### src/rtl/wb_pipe_reg.sv
// MEM/WB pipeline register with DEPTH stages, stall/flush control,
// write-back forwarding lookup and a retired-instruction counter.
module wb_pipe_reg #(
  parameter int DATA_W = 32,
  parameter int REG_W  = 5,
  parameter int WB_W   = 2,
  parameter int DEPTH  = 1,
  parameter int NSRC   = 2
) (
  input  logic                    clk,
  input  logic                    rst,
  input  logic                    stall,
  input  logic                    flush,
  input  logic                    in_valid,
  input  logic [WB_W-1:0]         in_wb,
  input  logic [DATA_W-1:0]       in_read_data,
  input  logic [DATA_W-1:0]       in_alu_result,
  input  logic [REG_W-1:0]        in_write_reg,
  output logic                    out_valid,
  output logic [WB_W-1:0]         out_wb,
  output logic [DATA_W-1:0]       out_read_data,
  output logic [DATA_W-1:0]       out_alu_result,
  output logic [REG_W-1:0]        out_write_reg,
  input  logic [NSRC*REG_W-1:0]   src_reg,
  output logic [NSRC-1:0]         fwd_hit,
  output logic [NSRC*DATA_W-1:0]  fwd_data,
  output logic [31:0]             retire_count
);

  // Stage 0 is the youngest, stage DEPTH-1 drives the outputs.
  logic [DEPTH-1:0]  valid_q;
  logic [WB_W-1:0]   wb_q   [DEPTH];
  logic [DATA_W-1:0] rd_q   [DEPTH];
  logic [DATA_W-1:0] alu_q  [DEPTH];
  logic [REG_W-1:0]  reg_q  [DEPTH];
  logic [31:0]       retire_q;

  always_ff @(posedge clk) begin
    if (rst || flush) begin
      valid_q <= '0;
      for (int k = 0; k < DEPTH; k++) begin
        wb_q[k]  <= '0;
        rd_q[k]  <= '0;
        alu_q[k] <= '0;
        reg_q[k] <= '0;
      end
    end else if (!stall) begin
      // A bubble enters with an all-zero payload so it can never write back.
      valid_q[0] <= in_valid;
      wb_q[0]    <= in_valid ? in_wb         : '0;
      rd_q[0]    <= in_valid ? in_read_data  : '0;
      alu_q[0]   <= in_valid ? in_alu_result : '0;
      reg_q[0]   <= in_valid ? in_write_reg  : '0;
      for (int k = 1; k < DEPTH; k++) begin
        valid_q[k] <= valid_q[k-1];
        wb_q[k]    <= wb_q[k-1];
        rd_q[k]    <= rd_q[k-1];
        alu_q[k]   <= alu_q[k-1];
        reg_q[k]   <= reg_q[k-1];
      end
    end
  end

  // The output entry has already reached the register file, so a flush
  // does not cancel its retirement; only a stall or reset does.
  always_ff @(posedge clk) begin
    if (rst) begin
      retire_q <= '0;
    end else if (valid_q[DEPTH-1] && !stall) begin
      retire_q <= retire_q + 32'd1;
    end
  end

  // Scan oldest to youngest so the youngest matching stage wins.
  always_comb begin
    fwd_hit  = '0;
    fwd_data = '0;
    for (int i = 0; i < NSRC; i++) begin
      for (int s = DEPTH - 1; s >= 0; s--) begin
        if (valid_q[s] && wb_q[s][1] && (reg_q[s] != '0) &&
            (reg_q[s] == src_reg[i*REG_W +: REG_W])) begin
          fwd_hit[i] = 1'b1;
          fwd_data[i*DATA_W +: DATA_W] = wb_q[s][0] ? rd_q[s] : alu_q[s];
        end
      end
    end
  end

  assign out_valid      = valid_q[DEPTH-1];
  assign out_wb         = wb_q[DEPTH-1];
  assign out_read_data  = rd_q[DEPTH-1];
  assign out_alu_result = alu_q[DEPTH-1];
  assign out_write_reg  = reg_q[DEPTH-1];
  assign retire_count   = retire_q;

endmodule

### config.mk
export PLATFORM = sky130hd
export DESIGN_NAME = wb_pipe_reg
export DESIGN_NICKNAME = d
export VERILOG_FILES = /design/src/rtl/wb_pipe_reg.sv
export SDC_FILE = /design/constraint.sdc
export NUM_CORES = 1
export LEC_CHECK = 0
export ABC_AREA = 0
export CELL_PAD_IN_SITES_DETAIL_PLACEMENT = 1
export CELL_PAD_IN_SITES_GLOBAL_PLACEMENT = 1
export CORE_ASPECT_RATIO = 1.2
export CORE_UTILIZATION = 29
export CTS_CLUSTER_DIAMETER = 80
export DETAILED_ROUTE_END_ITERATION = 12
export MAX_ROUTING_LAYER = met4
export PLACE_DENSITY = 0.8
export SLEW_MARGIN = 5
export SYNTH_ARGS = -nofsm -noshare
export SYNTH_HDL_FRONTEND = slang
export SYNTH_SLANG_ARGS = --single-unit
### constraint.sdc
create_clock -name clk -period 3.2 [get_ports clk]
set_input_delay 0.32 -clock clk [delete_from_list [all_inputs] [get_ports clk]]
set_output_delay 0.32 -clock clk [all_outputs]
set_load 0.05 [all_outputs]
==> results_tabular.tex <==
\begin{tabular}{lr}
\hline
Metric & Value \\
\hline
\multicolumn{2}{l}{\textbf{Synth}} \\
\quad Yosys Warn Count & 0 \\
\quad Post-synth top area share & 0.437 \\
\quad Net Count, Synth & 541 \\
\quad Number of flip-flops and latches in the synthesized netlist & 104 \\
\quad Cell types with the largest area share after synthesis & sky130\_fd\_sc\_hd\_\_edfxtp\_1, sky130\_fd\_sc\_hd\_\_dfxtp\_1, sky130\_fd\_sc\_hd\_\_and2\_1, sky130\_fd\_sc\_hd\_\_mux2i\_1, sky130\_fd\_sc\_hd\_\_nor2\_1 \\
\quad Post-synthesis instance area & 4870 um2 \\
\quad Mean instance size in the synthesized netlist & 10.7 um2 \\
\quad Post-synth cell types & 34 \\
\quad Part of the Yosys area used for sequential elements & 0.573 \\
\quad Cell taking the most area after synthesis & sky130\_fd\_sc\_hd\_\_edfxtp\_1 \\
\quad Gate count after technology mapping & 454 \\
\multicolumn{2}{l}{\textbf{Floorplanning}} \\
\quad Core area & 16,300 um2 \\
\quad Starting Density & 0.298 \\
\quad Die Width & 120 um \\
\quad Count of boundary I/O pins & 256 \\
\quad Die Area & 17,300 um2 \\
\quad Die Y-Extent & 144 um \\
\quad Floorplan row count & 51 \\
\multicolumn{2}{l}{\textbf{Power and ir drop}} \\
\quad VDD IR-drop max & 190 uV \\
\quad Power Dens Cells & 353 nW/um2 \\
\quad Leakage Power & 3.08 nW \\
\multicolumn{2}{l}{\textbf{Worst setup path}} \\
\quad Max FO, Critical Path & 23 \\
\quad Biggest cell delay along the critical path & 0.49 ns \\
\quad Count of buffer and inverter cells on the critical path & 2 \\
\quad Cell breakdown of the critical path & or3\_1 -> o311a\_1 -> nand4\_1 -> buf\_4 -> nor2\_1 -> buf\_12 \\
\quad Crit end category & output port \\
\quad Category of cells accounting for the largest share of critical-path delay & simple AND/OR/NAND/NOR gates \\
\quad Data required, critical path & 2.88 ns \\
\quad WP depth & 6 \\
\quad Kind of critical path & reg -> out \\
\quad Setup crit start kind & register \\
\quad Path depth of the worst reg2reg path & 5 \\
\quad Critical path data arrival time & 2.32 ns \\
\quad Highest-delay cell along the critical path & sky130\_fd\_sc\_hd\_\_edfxtp\_1 \\
\multicolumn{2}{l}{\textbf{Clock network}} \\
\quad CTS H-Tree Depth & 3 \\
\quad TritonCTS clock tree & done \\
\quad Hold\_buf cts & 0 \\
\quad Clock insertion delay at the later pin of the skew report & 0.35 ns \\
\quad Number of instances resized during post-cts repair & 0 \\
\quad Clock-pin slew on the worst setup and hold paths & 0.07 ns \\
\quad Post-CTS Repair Setup Buffers & 0 \\
\quad Clock Sink Count & 104 \\
\quad Clk buf depth & 2 \\
\quad TritonCTS Buffers & 9 \\
\quad Clock root buffer & sky130\_fd\_sc\_hd\_\_clkbuf\_16 \\
\multicolumn{2}{l}{\textbf{Timing}} \\
\quad RSZ-0062 raised after global routing & no \\
\quad Max-slew headroom & 0.607 \\
\quad Final-report hold violation count & 0 \\
\quad Post-Route Setup TNS & 0 ns \\
\quad Pin slew with the least headroom to its limit & 0.590 ns \\
\quad Final Critical Period & 2.64 ns \\
\quad Final setup skew & 0.00682 ns \\
\quad Fmax & 379 MHz \\
\quad Post-route clock period utilization & 0.825 \\
\quad Max-slew violation count & 0 \\
\quad Number of setup violations in the final report & 0 \\
\multicolumn{2}{l}{\textbf{Global route}} \\
\quad Overall overflow remaining after global route & 0 \\
\quad Maximum number of pins on one net before global-route repair & 73 \\
\quad Global-route total usage across every layer & 0.212 \\
\quad Global-route wire length before repair & 26,900 um \\
\quad Vias in the first global route & 4,717 \\
\quad Number of antenna violations at the first check in global routing & 3 \\
\multicolumn{2}{l}{\textbf{Routing}} \\
\quad First-pass iteration count of the detailed router & 4 \\
\quad Via count & 4,470 \\
\quad Remaining antenna violation count & 0 \\
\quad Total DRC errors in the routed layout & 0 \\
\quad Detailed Route Iter0 Violations & 159 \\
\quad Vias per std cell & 4.86 \\
\quad DRT Wirelength & 18,100 um \\
\quad Average wire length per cell after detail routing & 19.7 um \\
\multicolumn{2}{l}{\textbf{Job}} \\
\quad Number of max-cap violations & 0 \\
\multicolumn{2}{l}{\textbf{Place}} \\
\quad Area after DPL & 8330 um2 \\
\quad Total half-perimeter wirelength after legalization and detailed placement & 14,100 um \\
\quad Final weighted congestion in routability-driven placement & 0.812 \\
\quad Number of buffers inserted by port buffering & 255 \\
\multicolumn{2}{l}{\textbf{Finish}} \\
\quad Synthesis-to-layout area growth & 76.6\% \\
\quad Final nets & 786 \\
\quad Fraction of final layout cells sized beyond drive strength 1 & 0.132 \\
\quad Post-route cell area & 8610 um2 \\
\quad Final core utilization & 0.527 \\
\multicolumn{2}{l}{\textbf{Run status}} \\
\quad Result of the run & finished clean \\
\multicolumn{2}{l}{\textbf{Hold path}} \\
\quad Hold Path Cell Cnt & 2 \\
\quad Hold crit path type & reg -> reg \\
\hline
\end{tabular}
report_power, final:
group	switching, W	internal, W
registers	0.0000397	0.00148
logic	0.000278	0.000207
clock network	0.000502	0.000530
layout make-up:
class / instances / area (um2)
Antenna cell: 4 / 10.0
Clock buffer: 9 / 225
Clock inverter: 7 / 46.3
Fill cell: 1720 / 7730
Inverter: 9 / 33.8
Multi-Input combinational cell: 312 / 1950
Sequential cell: 104 / 2790
Tap cell: 212 / 265
Timing Repair Buffer: 263 / 3290
registers in the layout, indices dropped and copies added, names as in the netlist:
name          cells
rd_q             32
reg_q             5
wb_q              2
out_valid         1
retire_count     32
alu_q            32
layer usage:
metal,GRT usage,vias to the layer above,share of wire
met5,-,-,0
met4,0.0955,0,0.027
met3,0.0509,30,0.067
met2,0.376,187,0.52
met1,0.224,2170,0.38
li1,-,2083,-
worst reg2reg max path, cell delays in order (launching register included):
cell	delay, ns
sky130_fd_sc_hd__dfxtp_1	0.41
sky130_fd_sc_hd__ha_1	0.30
sky130_fd_sc_hd__nand3b_1	0.14
sky130_fd_sc_hd__or4_1	0.81
sky130_fd_sc_hd__or4_1	0.61
sky130_fd_sc_hd__a21oi_1	0.15
Yosys cell counts:
cell type                  instances
sky130_fd_sc_hd__and4_1            2
sky130_fd_sc_hd__or2_1             1
sky130_fd_sc_hd__and4b_1           1
sky130_fd_sc_hd__nand3b_1          1
sky130_fd_sc_hd__a31o_2            1
sky130_fd_sc_hd__nor3_1            2
sky130_fd_sc_hd__ha_1              1
sky130_fd_sc_hd__mux2i_1          33
sky130_fd_sc_hd__or4_1            14
sky130_fd_sc_hd__edfxtp_1         71
sky130_fd_sc_hd__nand4b_1          1
sky130_fd_sc_hd__o21ai_0           7
sky130_fd_sc_hd__o311a_1           1
sky130_fd_sc_hd__nand4_1          11
sky130_fd_sc_hd__a21oi_1          18
sky130_fd_sc_hd__inv_1             9
sky130_fd_sc_hd__or3_1             8
sky130_fd_sc_hd__o31ai_1          11
sky130_fd_sc_hd__nor2b_1           2
sky130_fd_sc_hd__clkbuf_1         23
sky130_fd_sc_hd__dfxtp_1          33
sky130_fd_sc_hd__nand2b_1          1
sky130_fd_sc_hd__xor2_1           12
sky130_fd_sc_hd__buf_1             2
sky130_fd_sc_hd__nor4b_1           1
sky130_fd_sc_hd__nor2_1           79
sky130_fd_sc_hd__mux2_1            1
sky130_fd_sc_hd__buf_2             4
sky130_fd_sc_hd__and3_1            2
sky130_fd_sc_hd__nand2_1           7
sky130_fd_sc_hd__xnor2_1          10
sky130_fd_sc_hd__and2_1           72
sky130_fd_sc_hd__nand3_1           9
sky130_fd_sc_hd__nor4_1            3
kinds of logic (layout without fill, tap and decap cells):
logic type / count (synthesis) / count (layout) / synth area share
simple gates: 217 / 217 / 0.238
flops: 104 / 104 / 0.573
compound gates: 38 / 38 / 0.0465
buf+inv: 38 / 288 / 0.0303
mux: 34 / 34 / 0.0701
xor+xnor: 22 / 22 / 0.0395
fa+ha+maj: 1 / 1 / 0.00257
other cells: 0 / 4 / 0
stage by stage:
| step | total power (W) | instances | worst slack, ns | hold slack [ns] |
|---|---|---|---|---|
| after floorplan | 0.00180 | 454 | 0.646 | 0.473 |
| after global placement | 0.00203 | 900 | 0.466 | 0.479 |
| after detailed placement | 0.00204 | 900 | 0.407 | 0.512 |
| after CTS | 0.00308 | 916 | 0.536 | 0.524 |
| after global routing | 0.00314 | 919 | 0.443 | 0.544 |
| final | 0.00304 | 920 | 0.561 | 0.518 |
path summary, 6_finish.rpt:
| kind | start | slack (ns) | endpoint |
|---|---|---|---|
| setup / recovery | reg_q[0][0] | 0.56 | fwd_data[39] |
| hold / removal | retire_count[21] | 0.52 | retire_count[21] |
| setup reg to reg | retire_count[0] | 0.73 | retire_count[20] |
| hold reg to reg | retire_count[21] | 0.52 | retire_count[21] |
cells in the final DEF, fill, tap and decap left out, drive strengths merged, types with 10 or more instances in the layout:
| master | instances |
|---|---|
| mux2i | 33 |
| buf | 74 |
| inv | 11 |
| nand4 | 11 |
| xnor2 | 10 |
| a21oi | 18 |
| xor2 | 12 |
| o31ai | 11 |
| and2 | 72 |
| or4 | 14 |
| dfxtp | 33 |
| nor2 | 79 |
| clkdlybuf4s50 | 189 |
| edfxtp | 71 |
(Power assumes the default switching activity.)
